`config.mk`:
```
export PLATFORM = sky130hd
export DESIGN_NAME = lsu_mem_initiator
export DESIGN_NICKNAME = d
export VERILOG_FILES = /design/src/rtl/lsu_pkg.sv /design/src/rtl/lsu_load_align.sv /design/src/rtl/lsu_mem_initiator.sv
export SDC_FILE = /design/constraint.sdc
export NUM_CORES = 1
export LEC_CHECK = 0
export BUFFER_PORTS_ARGS = -buffer_cell sky130_fd_sc_hd__buf_2
export CAP_MARGIN = 10
export CORE_ASPECT_RATIO = 1.75
export CORE_MARGIN = 1.5
export CORE_UTILIZATION = 44
export CTS_BUF_LIST = sky130_fd_sc_hd__clkbuf_8 sky130_fd_sc_hd__clkbuf_16
export CTS_CLUSTER_SIZE = 10
export DETAILED_ROUTE_END_ITERATION = 7
export GPL_ROUTABILITY_DRIVEN = 0
export GPL_TIMING_DRIVEN = 0
export HOLD_SLACK_MARGIN = 0.12
export PLACE_DENSITY = 0.89
export SETUP_SLACK_MARGIN = 0.05
export SLEW_MARGIN = 20
export SYNTH_ARGS = -nofsm -noshare
export SYNTH_HDL_FRONTEND = slang
export SYNTH_SLANG_ARGS = --single-unit
```
`constraint.sdc`:
```
create_clock -name i_clk -period 2.3 [get_ports i_clk]
set_input_delay 0.115 -clock i_clk [delete_from_list [all_inputs] [get_ports i_clk]]
set_output_delay 0.115 -clock i_clk [all_outputs]
set_load 0.1 [all_outputs]
```
`src/rtl/lsu_pkg.sv`:
```
// Shared types and helpers for the load/store unit memory initiator.
// Funct3 encodings, FSM state enum and store byte-enable generation.
package lsu_pkg;

    localparam logic [2:0] F3_B  = 3'b000;
    localparam logic [2:0] F3_H  = 3'b001;
    localparam logic [2:0] F3_W  = 3'b010;
    localparam logic [2:0] F3_BU = 3'b100;
    localparam logic [2:0] F3_HU = 3'b101;

    typedef enum logic [1:0] {
        IDLE,
        ACCESS,
        CAPTURE,
        RESP
    } lsu_state_e;

    // Byte lanes touched by an access of the given size at offset a
    function automatic logic [3:0] be_for_size(
        input logic [2:0] funct3,
        input logic [1:0] a
    );
        logic [3:0] be;
        case (funct3)
            F3_B, F3_BU: be = 4'b0001 << a;
            F3_H, F3_HU: be = a[1] ? 4'b1100 : 4'b0011;
            default:     be = 4'b1111;
        endcase
        return be;
    endfunction

endpackage

```
`src/rtl/lsu_load_align.sv`:
```
// Load data extraction: selects the addressed byte/half of a memory word
// and sign- or zero-extends it according to funct3.
module lsu_load_align
    import lsu_pkg::*;
(
    input  logic [31:0] mem_data_i,
    input  logic [2:0]  funct3_i,
    input  logic [1:0]  addr_lo_i,
    output logic [31:0] data_o
);

    logic [7:0]  byte_sel;
    logic [15:0] half_sel;

    // Lane selection followed by extension
    always_comb begin
        byte_sel = mem_data_i[7:0];
        case (addr_lo_i)
            2'd0:    byte_sel = mem_data_i[7:0];
            2'd1:    byte_sel = mem_data_i[15:8];
            2'd2:    byte_sel = mem_data_i[23:16];
            default: byte_sel = mem_data_i[31:24];
        endcase
        half_sel = addr_lo_i[1] ? mem_data_i[31:16] : mem_data_i[15:0];
        case (funct3_i)
            F3_B:    data_o = {{24{byte_sel[7]}}, byte_sel};
            F3_BU:   data_o = {24'd0, byte_sel};
            F3_H:    data_o = {{16{half_sel[15]}}, half_sel};
            F3_HU:   data_o = {16'd0, half_sel};
            default: data_o = mem_data_i;
        endcase
    end

endmodule

```
`src/rtl/lsu_mem_initiator.sv`:
```
// LSU front end: one byte-addressed load/store at a time onto a word memory.
// Define LSU_MISALIGN_TRAP_EN to report misaligned H/W accesses as errors.
module lsu_mem_initiator
    import lsu_pkg::*;
#(
    parameter int MEM_AW = 10,
    parameter int XLEN   = 32
) (
    input  logic              i_clk,
    input  logic              i_rst,
    input  logic              i_req_valid,
    output logic              o_req_ready,
    input  logic              i_req_we,
    input  logic [2:0]        i_req_funct3,
    input  logic [XLEN-1:0]   i_req_addr,
    input  logic [XLEN-1:0]   i_req_wdata,
    output logic              o_resp_valid,
    input  logic              i_resp_ready,
    output logic [XLEN-1:0]   o_resp_rdata,
    output logic              o_resp_err,
    output logic [MEM_AW-1:0] o_mem_addr,
    output logic              o_mem_rw_mode,
    output logic [XLEN-1:0]   o_mem_write_data,
    output logic [3:0]        o_mem_byte_en,
    input  logic [XLEN-1:0]   i_mem_data
);

    lsu_state_e        state_q;
    logic              we_q;
    logic [2:0]        funct3_q;
    logic [1:0]        alo_q;
    logic              resp_valid_q;
    logic              resp_err_q;
    logic [XLEN-1:0]   resp_rdata_q;
    logic [MEM_AW-1:0] mem_addr_q;
    logic              mem_rw_q;
    logic [XLEN-1:0]   mem_wdata_q;
    logic [3:0]        mem_be_q;

    logic [1:0]        a_al;
    logic              f3_bad;
    logic              req_err;
    logic [XLEN-1:0]   wdata_rep;
    logic [XLEN-1:0]   load_data;
    logic              unused_addr_hi;

    assign unused_addr_hi = ^i_req_addr[XLEN-1:MEM_AW+2];

    // Request decode: legality, alignment and store lane replication
    always_comb begin
        if (i_req_we)
            f3_bad = (i_req_funct3 != F3_B) && (i_req_funct3 != F3_H)
                  && (i_req_funct3 != F3_W);
        else
            f3_bad = (i_req_funct3 == 3'b011)
                  || (i_req_funct3[2:1] == 2'b11);
        case (i_req_funct3[1:0])
            2'b01:   a_al = {i_req_addr[1], 1'b0};
            2'b10:   a_al = 2'b00;
            default: a_al = i_req_addr[1:0];
        endcase
`ifdef LSU_MISALIGN_TRAP_EN
        req_err = f3_bad
               || (i_req_funct3[1:0] == 2'b01 && i_req_addr[0])
               || (i_req_funct3[1:0] == 2'b10 && i_req_addr[1:0] != 2'b00);
`else
        req_err = f3_bad;
`endif
        case (i_req_funct3[1:0])
            2'b00:   wdata_rep = {4{i_req_wdata[7:0]}};
            2'b01:   wdata_rep = {2{i_req_wdata[15:0]}};
            default: wdata_rep = i_req_wdata;
        endcase
    end

    lsu_load_align u_align (
        .mem_data_i (i_mem_data),
        .funct3_i   (funct3_q),
        .addr_lo_i  (alo_q),
        .data_o     (load_data)
    );

    // Request/response FSM with registered memory and response outputs
    always_ff @(posedge i_clk or posedge i_rst) begin
        if (i_rst) begin
            state_q      <= IDLE;
            we_q         <= 1'b0;
            funct3_q     <= 3'd0;
            alo_q        <= 2'd0;
            resp_valid_q <= 1'b0;
            resp_err_q   <= 1'b0;
            resp_rdata_q <= '0;
            mem_addr_q   <= '0;
            mem_rw_q     <= 1'b1;
            mem_wdata_q  <= '0;
            mem_be_q     <= 4'd0;
        end else begin
            case (state_q)
                IDLE: begin
                    if (i_req_valid) begin
                        we_q         <= i_req_we;
                        funct3_q     <= i_req_funct3;
                        alo_q        <= a_al;
                        resp_rdata_q <= '0;
                        if (req_err) begin
                            resp_err_q   <= 1'b1;
                            resp_valid_q <= 1'b1;
                            state_q      <= RESP;
                        end else begin
                            mem_addr_q <= i_req_addr[MEM_AW+1:2];
                            mem_rw_q   <= ~i_req_we;
                            if (i_req_we) begin
                                mem_wdata_q <= wdata_rep;
                                mem_be_q    <= be_for_size(i_req_funct3, a_al);
                            end else begin
                                mem_be_q    <= 4'b1111;
                            end
                            state_q <= ACCESS;
                        end
                    end
                end
                ACCESS: begin
                    if (we_q) begin
                        mem_rw_q     <= 1'b1;
                        resp_valid_q <= 1'b1;
                        state_q      <= RESP;
                    end else begin
                        state_q <= CAPTURE;
                    end
                end
                CAPTURE: begin
                    resp_rdata_q <= load_data;
                    resp_valid_q <= 1'b1;
                    state_q      <= RESP;
                end
                default: begin
                    if (i_resp_ready) begin
                        resp_valid_q <= 1'b0;
                        resp_err_q   <= 1'b0;
                        state_q      <= IDLE;
                    end
                end
            endcase
        end
    end

    assign o_req_ready      = (state_q == IDLE);
    assign o_resp_valid     = resp_valid_q;
    assign o_resp_err       = resp_err_q;
    assign o_resp_rdata     = resp_rdata_q;
    assign o_mem_addr       = mem_addr_q;
    assign o_mem_rw_mode    = mem_rw_q;
    assign o_mem_write_data = mem_wdata_q;
    assign o_mem_byte_en    = mem_be_q;

endmodule

```
# Yosys cells after proc, flatten, opt, wreduce, memory -nomap -nowiden
# Index checks and enable logic that the tools add are counted.
# classes
n_reduce_logical,24
n_eq_ne,20
muxes,25
n_shift,1
n_bitwise,3
# ops
cell,n
32-bit case mux with 2 select lines,2
32-bit case mux with 4 select lines,1
32-bit two-way mux,1
8-bit case mux with 3 select lines,1
16-bit two-way mux,1
4-bit AND reduction,4
"3-bit == test, second input constant",4
"2-bit == test, second input constant",4
1-bit two-way mux,8
4-bit two-way mux,2
4-bit case mux with 2 select lines,1
"2-bit by 1-bit == test with 1-bit output, second input constant",3
"3-bit by 1-bit == test with 1-bit output, second input constant",2
2-bit zero test,3
3-bit zero test,2
2-bit two-way mux,3
"2-bit inequality test, second input constant",3
2-bit case mux with 3 select lines,1
2-bit AND reduction,3
2-bit nonzero test,3
2-bit OR reduction,3
1-bit case mux with 2 select lines,2
2-bit case mux with 2 select lines,1
4-bit nonzero test,1
11 further kinds,14
# totals
ff_bits,89
elab_cells,84
out_inout_bits,82

# Logic depth before layout (Yosys ltp)
# Gate-level depths: netlist (run 1).
# depth
word_depth,7
ltp_mapped,9

# Cells and area by module
# Synthesis (run 1) repeated with hierarchy kept, for this count alone.
# unflattened
hier_cells,456
hier_area_um2,4898.4
# by_module_without_submodules
mod,instances,cells_each,area_per_inst_um2
lsu_mem_initiator,1,323,3928.8
lsu_load_align,1,133,969.7

# Least setup slack after synthesis (run 1)
# Ideal clock, no wire load.
# synth_timing
kind,reg-to-reg
start,reg state_q[0]
end,reg mem_wdata_q[0] (netlist: o_mem_write_data[0])
period_less_slack_ns,2.845
path_stages_with_launch,9
arrival_time_ns,2.719
path_buffers,3
setup_ns,0.126
t_required_ns,2.174
slack_ns,-0.545
cell_sequence,dfrtp_1 > inv_1 > ha_1 > buf_2 > nand2_1 > or3_1 > clkbuf_1 > buf_2 > mux2_2
# synth_between
elab_chain_len,2
# synth_lines
element,line,source
from (decl),lsu_mem_initiator.sv:28,lsu_state_e state_q;
from (signal assigned),lsu_mem_initiator.sv:86,state_q <= IDLE;
from (signal assigned),lsu_mem_initiator.sv:108,state_q <= RESP;
from (signal assigned),lsu_mem_initiator.sv:118,state_q <= ACCESS;
2-bit zero test,n/a,
named net o_req_ready,lsu_mem_initiator.sv:12,"output logic o_req_ready,"
4-bit AND reduction (no line),n/a,
to (signal assigned),lsu_mem_initiator.sv:113,mem_wdata_q <= wdata_rep;
to (decl),lsu_mem_initiator.sv:37,logic [XLEN-1:0] mem_wdata_q;
# The timed path passes the listed nets, and every way through them passes these cells.
# A chain may end at the register's enable or synchronous reset.

# Final worst setup path (run 1)
# layout_timing
start,reg state_q[0]
end,reg mem_wdata_q[1] (netlist: o_mem_write_data[1])
# layout_between
elab_chain_len,2
# layout_lines
element,line,source
2-bit zero test,lsu_mem_initiator.sv:98,case (state_q)
4-bit AND reduction (no line),n/a,
# No other way between the ends.

==> flow_metrics.py, run 1 <==
metrics = {
    "outcome": {
        "outcome": "finished clean",
    },
    "global_routing": {
        "grt_pass1_wl_mm": 23.6,
        "grt_max_degree": 33,
        "grt-ovfl-total": 0,
        "all_layer_global_routing_usage": 0.279,
        "number_of_antenna_violations_at_the_first_check_in_global_routing": 0,
        "grt_pass1_vias": 4898,
    },
    "critical_path": {
        "critical_path.max_fanout": 10,
        "cp_data_arrival_time_ns": 2.38,
        "critical_path.slowest_cell": "sky130_fd_sc_hd__dfrtp_2",
        "timing.critical_path.max_delay_family": "buffers and inverters",
        "critical_path.n_buffers_inverters": 4,
        "cp_common_cell": "sky130_fd_sc_hd__buf_4",
        "endpoint_kind": "flop",
        "timing.critical_path.cells": "inv_1 > ha_4 > buf_4 > nand2_1 > or3_4 > buf_4 > buf_2 > mux2_2",
        "data_required_time_of_the_worst_path_ns": 2.51,
        "slowest_delay_ns": 0.44,
        "setup.worst_path.class": "reg -> reg",
        "startpoint_type": "flop",
    },
    "yosys": {
        "yosysWarningCount": 0,
        "syn-cell-area_um2": 4460,
        "dominantRegCellSynth": "sky130_fd_sc_hd__dfrtp_1",
        "synth-seq-area-share": 0.499,
        "number_of_distinct_library_cells_after_synthesis": 45,
        "syn_avg_cell_area_um2": 10.5,
        "synth-edff-count": 0,
        "synth_instances": 425,
        "ys_ff_latch": 89,
        "synthesis.nets": 539,
        "ys_async_sr_fraction": 1.00,
    },
    "placement": {
        "numPortBuffers": 164,
        "dp.final_hpwl_mm": 9.88,
        "dp_cells": 716,
    },
    "cells_and_area": {
        "final_net_count": 790,
        "multi_input_area_um2": 2090,
        "antenna_cells": 0,
        "layout.filler_cells": 706,
        "area.sequential_um2": 2230,
        "drive_above_1_share": 0.361,
        "syn_to_final_growth_pct": 47.8,
        "finish.cell_count_without_fillers": 806,
    },
    "sta": {
        "slew_headroom": 0.469,
        "max_clock_freq_ghz": 0.462,
        "worst_slew_pin_slew_ns": 0.794,
        "final-hold-violation-count": 0,
        "worst_clock_skew_ns": 0.0156,
        "share_of_the_clock_period_used_by_the_worst_path": 0.940,
        "grt_setup_unrepaired": "false",
        "finalWorstPathRequiredPeriod_ns": 2.16,
        "setup_viol": 0,
        "timing_max_transition_violations_final": 0,
    },
    "floorplanning": {
        "core-area_um2": 9850,
        "pin_count": 186,
        "dieArea_um2": 10800,
        "floorplan.initialDensity": 0.453,
        "floorplan.die.height_um": 136,
        "chipWidth_um": 79.1,
        "placement_rows": 48,
    },
    "drt": {
        "totalWireLength_mm": 15.2,
        "detail_route.first_pass.iterations": 6,
        "via_count": 4752,
        "dr.first_iter.drc_count": 424,
        "viasPerCell": 5.90,
        "postRouteAntennaNets": 0,
        "route.detailed.drc": 0,
        "drt-wirelength-per-cell_um": 18.8,
    },
    "clocking": {
        "max-clock-path-buffers": 2,
        "cts.htree.levels": 3,
        "clk_root_buffer_cell": "sky130_fd_sc_hd__clkbuf_16",
        "tritoncts.num_buffers": 9,
        "cts.reportedPaths.clkPinSlew_ns": 0.07,
        "clock_latency_ns": 0.34,
        "cts_num_sinks": 89,
        "cts_tree": "done",
    },
    "run": {
        "max_cap_viols": 0,
    },
    "min_path": {
        "timing.hold.worst.class": "in -> reg",
    },
}
[worst paths after layout]
path	endpoint	start	slack, ns	depth (start not counted)
worst min-delay path	o_resp_rdata[8]$_DFFE_PP0P_	i_mem_data[8]	0.15	3
min in group asynchronous	o_mem_write_data[10]$_DFFE_PP0P_	i_rst	0.44	3
worst max register to register	o_mem_write_data[1]$_DFFE_PP0P_	state_q[0]$_DFFE_PP0P_	0.14	8
worst max-delay path	o_mem_write_data[1]$_DFFE_PP0P_	state_q[0]$_DFFE_PP0P_	0.14	8
worst min register to register	o_resp_rdata[6]$_DFFE_PP0P_	o_resp_rdata[6]$_DFFE_PP0P_	0.48	2
max in group asynchronous	o_mem_rw_mode$_DFFE_PP1P_	i_rst	0.98	5
[synthesized netlist by cell type, drive strengths merged, types with 2 or more instances]
cell type	n	area share
dfrtp	88	0.49
o21ai	55	0.062
nand2	54	0.045
mux2	28	0.071
clkbuf	19	0.016
a22oi	15	0.025
nor2	15	0.013
a221o	14	0.033
mux2i	14	0.031
a21oi	13	0.015
inv	13	0.011
a22o	12	0.024
buf	10	0.012
ha	10	0.028
a32o	8	0.018
nor2b	8	0.011
nand3	7	0.0078
o31ai	7	0.012
a211o	4	0.0078
nand2b	4	0.0056
nor3	4	0.0056
o21a	3	0.0050
a2111oi	2	0.0081
a221oi	2	0.0039
or3b	2	0.0039
[kinds of logic after synthesis]
family / after synthesis / share of synthesized area
muxes: 43 / 0.107
AOI/OAI and AO/OA: 144 / 0.230
buffers and inverters: 42 / 0.0390
adders and majority gates: 10 / 0.0280
DFF: 89 / 0.499
and+or+nand+nor: 97 / 0.0967
[stage by stage]
stage / hold WS (ns) / setup slack, ns / utilization / area, um2 / setup TNS, ns
floorplan: 0.197 / 0.0555 / - / 4480 / 0
global placement: 0.326 / -0.0387 / 0.554 / 5460 / -0.264
detailed placement: 0.248 / -0.107 / 0.559 / 5500 / -1.32
CTS: 0.132 / 0.0372 / 0.667 / 6570 / 0
global route: 0.171 / 0.0480 / 0.670 / 6600 / 0
finish: 0.145 / 0.138 / 0.670 / 6600 / 0
[cells in the final DEF, fill, tap and decap left out, drive strengths merged, types with 2 or more instances in the layout]
cell type,count
nand3,7
nor2,15
nand2b,4
buf,180
ha,10
nor3,4
nand2,54
mux2,28
a221o,14
o21a,3
o31ai,7
o21ai,55
a221oi,2
mux2i,14
bufinv,2
inv,12
a32o,8
a2111oi,2
clkinvlp,4
a211o,4
dfrtp,88
a21oi,13
dlygate4sd3,72
a22oi,15
a22o,12
clkbuf,27
or3b,2
nor2b,8
[metal layers]
metal	part of all wire	global-route usage	vias to the layer above	wire (um)
met5	0	0	-	0
met4	0.054	0.152	0	813
met3	0.071	0.0423	86	1080
met2	0.53	0.497	319	7990
met1	0.35	0.315	2277	5270
li1	-	-	2070	-
[sequential cells by signal, summed over array words and instances (netlist names)]
| name | count |
|---|---|
| o_mem_rw_mode | 1 |
| o_mem_write_data | 32 |
| o_resp_valid | 1 |
| alo_q | 2 |
| o_mem_addr | 10 |
| we_q | 1 |
| state_q | 2 |
| o_resp_rdata | 32 |
| funct3_q | 3 |
| o_resp_err | 1 |
| o_mem_byte_en | 4 |
[area by class of cell]
type,instances,area share
clock inverters,6,0.0138
plain buffers,29,0.0212
repair buffers,240,0.242
multi-input cells,294,0.317
clock buffers,10,0.0362
well taps,125,0.0237
flip-flops and latches,89,0.338
inverters,13,0.00796
[worst reg2reg max path, stage by stage, from the launching register on]
cell and delay, ns:
sky130_fd_sc_hd__dfrtp_2 0.44, sky130_fd_sc_hd__inv_1 0.13, sky130_fd_sc_hd__ha_4 0.15, sky130_fd_sc_hd__buf_4 0.16, sky130_fd_sc_hd__nand2_1 0.10, sky130_fd_sc_hd__or3_4 0.40
sky130_fd_sc_hd__buf_4 0.19, sky130_fd_sc_hd__buf_2 0.20, sky130_fd_sc_hd__mux2_2 0.28
[repair_timing]
action,in CTS,in global routing
pin swaps,0,2
gates cloned,0,0
hold buffers,72,0
gates resized for setup,5,17
hold endpoints to repair,101,0
endpoints found under the setup margin,37,55
setup buffers,0,2
Power of run 1 is left out: the tool's default activity adds up to more than one toggle a clock period on the data nets, which glitch-free logic cannot reach.
==> run 2: changes to the inputs <==
- ABC_AREA: unset -> 1
- CORE_UTILIZATION: 44 -> 25
- PLACE_DENSITY: 0.89 -> 0.61
==> run 2 against run 1 <==
Effect of this change: maximum frequency increased by 7.3%; count of clock-buffer cells in the layout up 1; non-clock buffer count down 21; largest cell class unchanged; die area grew 79%; clock skew down 0.0059 ns; sequential cell count unchanged; synthesized cell count up 45%; sequential share of layout area shrank 0.20 points; critical path depth grew 1; utilization fell by 30 points.
==> flow_metrics.py, run 2 <==
metrics = {
    "sta": {
        "max_clock_freq_ghz": 0.496,
        "grt_setup_unrepaired": "false",
        "worst_slew_pin_slew_ns": 0.696,
        "timing.final.ws_setup_ns": 0.284,
        "timing_max_transition_violations_final": 0,
        "share_of_the_clock_period_used_by_the_worst_path": 0.876,
        "slew_headroom": 0.535,
        "final-hold-violation-count": 0,
        "final.setup.tns_ns": 0,
        "worst_clock_skew_ns": 0.00973,
        "setup_viol": 0,
        "finalWorstPathRequiredPeriod_ns": 2.02,
    },
    "outcome": {
        "outcome": "finished clean",
    },
    "drt": {
        "dr.first_iter.drc_count": 205,
        "via_count": 4862,
        "viasPerCell": 4.46,
        "drt-wirelength-per-cell_um": 14.5,
        "totalWireLength_mm": 15.8,
        "route.detailed.drc": 0,
        "detail_route.first_pass.iterations": 4,
        "postRouteAntennaNets": 0,
    },
    "yosys": {
        "dominantRegCellSynth": "sky130_fd_sc_hd__dfrtp_1",
        "synth-seq-area-share": 0.483,
        "ys_ff_latch": 89,
        "synthDominantCellAreaShare": 0.478,
        "syn-cell-area_um2": 4610,
        "netlist_top_cells_area": "sky130_fd_sc_hd__dfrtp_1 48%, sky130_fd_sc_hd__nand2_1 19%, sky130_fd_sc_hd__o21ai_1 5.4%",
        "synthesis.nets": 730,
        "number_of_distinct_library_cells_after_synthesis": 27,
        "synth_instances": 616,
        "synth-edff-count": 0,
        "ys_async_sr_fraction": 1.00,
        "synth_common_cells": "234 x sky130_fd_sc_hd__nand2_1, 88 x sky130_fd_sc_hd__dfrtp_1, 51 x sky130_fd_sc_hd__inv_1",
        "syn_avg_cell_area_um2": 7.48,
        "yosysMostFrequentCell": "sky130_fd_sc_hd__nand2_1",
        "yosysWarningCount": 0,
        "yosys.area.top_type": "sky130_fd_sc_hd__dfrtp_1",
    },
    "global_routing": {
        "grt_max_degree": 33,
        "grt_pass1_wl_mm": 24.6,
        "all_layer_global_routing_usage": 0.166,
        "grt_pass1_vias": 4893,
        "grt-ovfl-total": 0,
        "number_of_antenna_violations_at_the_first_check_in_global_routing": 1,
    },
    "clocking": {
        "clock_latency_ns": 0.34,
        "cts_setup_buffers": 0,
        "max-clock-path-buffers": 2,
        "cts_tree": "done",
        "cts_num_sinks": 89,
        "cts.reportedPaths.clkPinSlew_ns": 0.07,
        "hold_buffer_count_at_cts": 55,
        "cts.htree.levels": 3,
        "cts_repair_resize_count": 0,
        "tritoncts.num_buffers": 9,
        "clk_root_buffer_cell": "sky130_fd_sc_hd__clkbuf_16",
    },
    "min_path": {
        "timing.hold.worst.class": "in -> reg",
    },
    "cells_and_area": {
        "syn_to_final_growth_pct": 43.9,
        "layout.cells.most_common": "sky130_fd_sc_hd__nand2_1",
        "drive_above_1_share": 0.276,
        "postLayoutCoreUtil": 0.367,
        "layout_common_cells": "234 x sky130_fd_sc_hd__nand2_1, 178 x sky130_fd_sc_hd__buf_2, 88 x sky130_fd_sc_hd__dfrtp_1",
        "layout.filler_cells": 1893,
        "final_net_count": 963,
    },
    "floorplanning": {
        "placement_rows": 65,
        "core-area_um2": 18100,
        "dieArea_um2": 19300,
        "chipWidth_um": 106,
        "floorplan.die.height_um": 183,
        "floorplan.initialDensity": 0.255,
        "pin_count": 186,
    },
    "placement": {
        "preCtsSetupSlack_ns": 0.273,
        "numPortBuffers": 165,
        "dp.final_hpwl_mm": 12.0,
    },
    "critical_path": {
        "critical_path.slowest_cell": "sky130_fd_sc_hd__dfrtp_1",
        "slowest_delay_ns": 0.43,
        "setup.worst_path.class": "reg -> reg",
        "critical_path.n_buffers_inverters": 4,
        "data_required_time_of_the_worst_path_ns": 2.58,
        "startpoint_type": "flop",
        "timing.critical_path.cells": "inv_1 > ha_2 > buf_2 > nand2_1 > o21ai_0 > inv_2 > clkbuf_1 > nand2_1 > nand2_1",
        "critical_path.max_fanout": 10,
        "cp_data_arrival_time_ns": 2.29,
        "timing.critical_path.max_delay_family": "buffers and inverters",
        "endpoint_kind": "flop",
        "cp_common_cell": "sky130_fd_sc_hd__nand2_1",
    },
    "run": {
        "max_cap_viols": 0,
    },
}
run 2: cell types whose count changed after synthesis, moves of 24 or more:
cell                      before  now
sky130_fd_sc_hd__nor2_1       15   39
sky130_fd_sc_hd__nand2_1      54  234
sky130_fd_sc_hd__o21ai_0      55   30
sky130_fd_sc_hd__mux2_2       28    0
sky130_fd_sc_hd__o21ai_1       0   50
sky130_fd_sc_hd__inv_1        13   51
run 2: area by class of cell:
cell class | count | area, um2 | area share
clock buffers | 11 | 253 | 0.0381
clock inverters | 5 | 53.8 | 0.00811
well taps | 234 | 293 | 0.0441
plain buffers | 26 | 140 | 0.0211
repair buffers | 222 | 1420 | 0.213
flip-flops and latches | 89 | 2230 | 0.336
diodes | 1 | 2.50 | 0.000377
inverters | 60 | 229 | 0.0345
multi-input cells | 441 | 2020 | 0.304
run 2: cell families after synthesis:
| family | after synthesis | synth area share |
|---|---|---|
| AOI/OAI and AO/OA | 120 | 0.134 |
| adders and majority gates | 10 | 0.0271 |
| buffers and inverters | 86 | 0.0792 |
| DFF | 89 | 0.483 |
| and+or+nand+nor | 311 | 0.277 |
run 2: stage by stage:
stage,area [um2],hold WS (ns),cells
4_1_cts,6630,0.121,1088
3_5_place_dp,5780,0.255,1017
3_3_place_gp,5740,0.356,1015
6_report,6640,0.127,1089
2_1_floorplan,4620,0.246,616
5_1_grt,6630,0.128,1088
run 2: worst min-delay path: stages:
cell,delay [ns]
sky130_fd_sc_hd__buf_2,0.08
sky130_fd_sc_hd__inv_1,0.09
sky130_fd_sc_hd__o21ai_1,0.15
run 2: worst paths after layout:
path	from	end	slack [ns]	cells after the start
min reg2reg	o_mem_rw_mode$_DFFE_PP1P_	o_mem_rw_mode$_DFFE_PP1P_	0.46	2
max reg2reg	state_q[0]$_DFFE_PP0P_	o_resp_rdata[31]$_DFFE_PP0P_	0.28	9
max in group asynchronous	i_rst	o_mem_byte_en[3]$_DFFE_PP0P_	1.28	4
max	state_q[0]$_DFFE_PP0P_	o_resp_rdata[31]$_DFFE_PP0P_	0.28	9
min	i_req_wdata[5]	o_mem_write_data[5]$_DFFE_PP0P_	0.13	3
min in group asynchronous	i_rst	o_resp_err$_DFFE_PP0P_	0.42	3
run 2: per-layer routing:
metal	GRT usage	part of all wire	up-vias	wire [um]
li1	-	-	2395	-
met1	0.160	0.36	2249	5650
met2	0.309	0.54	180	8550
met3	0.0389	0.052	38	823
met4	0.108	0.051	0	805
met5	0	0	-	0
Power of run 2 is left out for the same reason.
==> run 3: changes to the inputs <==
==> constraint.sdc (replaced) <==
create_clock -name i_clk -period 2.3 [get_ports i_clk]
set_input_delay 0.46 -clock i_clk [delete_from_list [all_inputs] [get_ports i_clk]]
set_output_delay 0.46 -clock i_clk [all_outputs]
set_load 0.1 [all_outputs]
==> run 3 against run 2 <==
Effect of this change: first-iteration DRC count fell by 21%; maximum frequency shrank 0.46%; global-route usage is 0.84 points lower; register-to-register slack barely moved.
==> flow_metrics.py, run 3 (same netlist as run 2, synthesis figures left out) <==
metrics = {
    "outcome": {
        "outcome": "finished clean",
    },
    "sta": {
        "max_clock_freq_ghz": 0.494,
        "final-hold-violation-count": 0,
        "setup_viol": 0,
        "share_of_the_clock_period_used_by_the_worst_path": 0.880,
        "timing.final.ws_setup_ns": 0.275,
        "grt_setup_unrepaired": "false",
        "worst_clock_skew_ns": 0.0107,
        "slew_headroom": 0.536,
        "worst_slew_pin_slew_ns": 0.695,
        "finalWorstPathRequiredPeriod_ns": 2.03,
        "timing_max_transition_violations_final": 0,
    },
    "cells_and_area": {
        "drive_above_1_share": 0.295,
        "postLayoutCoreUtil": 0.337,
        "layout_common_cells": "234 x sky130_fd_sc_hd__nand2_1, 178 x sky130_fd_sc_hd__buf_2, 88 x sky130_fd_sc_hd__dfrtp_1",
        "syn_to_final_growth_pct": 32.0,
        "final_net_count": 908,
        "layout.cells.most_common": "sky130_fd_sc_hd__nand2_1",
    },
    "critical_path": {
        "critical_path.max_fanout": 10,
        "endpoint_kind": "flop",
        "reg2reg_from": "state_q[0]$_DFFE_PP0P_",
        "setup.worst_path.class": "reg -> reg",
        "cp_data_arrival_time_ns": 2.26,
        "startpoint_type": "flop",
        "reg2reg_depth": 9,
        "data_required_time_of_the_worst_path_ns": 2.53,
        "crit_start": "state_q[0]$_DFFE_PP0P_",
    },
    "floorplanning": {
        "floorplan.die.height_um": 183,
        "dieArea_um2": 19300,
        "floorplan.initialDensity": 0.255,
        "placement_rows": 65,
        "core-area_um2": 18100,
        "pin_count": 186,
        "chipWidth_um": 106,
    },
    "global_routing": {
        "number_of_antenna_violations_at_the_first_check_in_global_routing": 1,
        "grt-ovfl-total": 0,
        "grt_pass1_vias": 4478,
        "all_layer_global_routing_usage": 0.157,
        "grt_max_degree": 33,
        "grt_pass1_wl_mm": 23.3,
    },
    "clocking": {
        "cts.reportedPaths.clkPinSlew_ns": 0.06,
        "clk_root_buffer_cell": "sky130_fd_sc_hd__clkbuf_16",
        "cts.htree.levels": 3,
        "cts_setup_buffers": 0,
        "cts_repair_resize_count": 0,
        "cts_tree": "done",
        "hold_buffer_count_at_cts": 0,
        "cts_num_sinks": 89,
        "max-clock-path-buffers": 2,
        "tritoncts.num_buffers": 9,
        "clock_latency_ns": 0.35,
    },
    "drt": {
        "dr.first_iter.drc_count": 161,
        "route.detailed.drc": 0,
        "detail_route.first_pass.iterations": 4,
        "totalWireLength_mm": 15.0,
        "viasPerCell": 4.42,
        "postRouteAntennaNets": 0,
        "via_count": 4572,
        "drt-wirelength-per-cell_um": 14.5,
    },
    "placement": {
        "dp.final_hpwl_mm": 12.0,
        "preCtsSetupSlack_ns": -0.0571,
        "numPortBuffers": 165,
    },
    "run": {
        "max_cap_viols": 0,
    },
    "min_path": {
        "timing.hold.worst.class": "in -> async",
    },
}
[run 3: final timing paths]
path	to	slack, ns
min in group i_clk	o_mem_addr[6]$_DFFE_PP0P_	0.35
min	o_resp_valid$_DFFE_PP0P_	0.22
max in group asynchronous	o_mem_addr[6]$_DFFE_PP0P_	1.49
max	o_resp_rdata[28]$_DFFE_PP0P_	0.27
max reg2reg	o_resp_rdata[28]$_DFFE_PP0P_	0.27
min reg2reg	o_mem_rw_mode$_DFFE_PP1P_	0.46
[run 3: cell type report]
class                   instances  area, um2
fillers                      1960      12000
inverters                      60        229
well taps                     234        293
clock inverters                 5       53.8
diodes                          1       2.50
repair buffers                167        866
multi-input cells             441       2020
clock buffers                  11        253
plain buffers                  26        140
flip-flops and latches         89       2230
[run 3: critical path: stages (launching register included)]
cell	delay, ns
sky130_fd_sc_hd__dfrtp_1	0.44
sky130_fd_sc_hd__inv_1	0.12
sky130_fd_sc_hd__ha_2	0.19
sky130_fd_sc_hd__buf_2	0.21
sky130_fd_sc_hd__nand2_1	0.14
sky130_fd_sc_hd__nand2_1	0.29
sky130_fd_sc_hd__buf_2	0.30
sky130_fd_sc_hd__nor2_1	0.07
sky130_fd_sc_hd__nand2_1	0.10
sky130_fd_sc_hd__nand2_1	0.05
[run 3: layer usage]
| metal | share of wire | GRT usage |
|---|---|---|
| met1 | 0.36 | 0.157 |
| met2 | 0.55 | 0.299 |
| met3 | 0.053 | 0.0329 |
| met4 | 0.043 | 0.0854 |
| met5 | 0 | 0 |
[run 3: metrics by stage]
step / TNS [ns] / std cells / area [um2] / hold WS, ns
global placement: -0.292 / 1015 / 5740 / 0.450
CTS: 0 / 1033 / 6080 / 0.230
global route: 0 / 1033 / 6080 / 0.256
floorplan: 0 / 616 / 4620 / 0.475
finish: 0 / 1034 / 6080 / 0.217
detailed placement: -0.469 / 1017 / 5780 / 0.453
Power of run 3 is left out for the same reason.
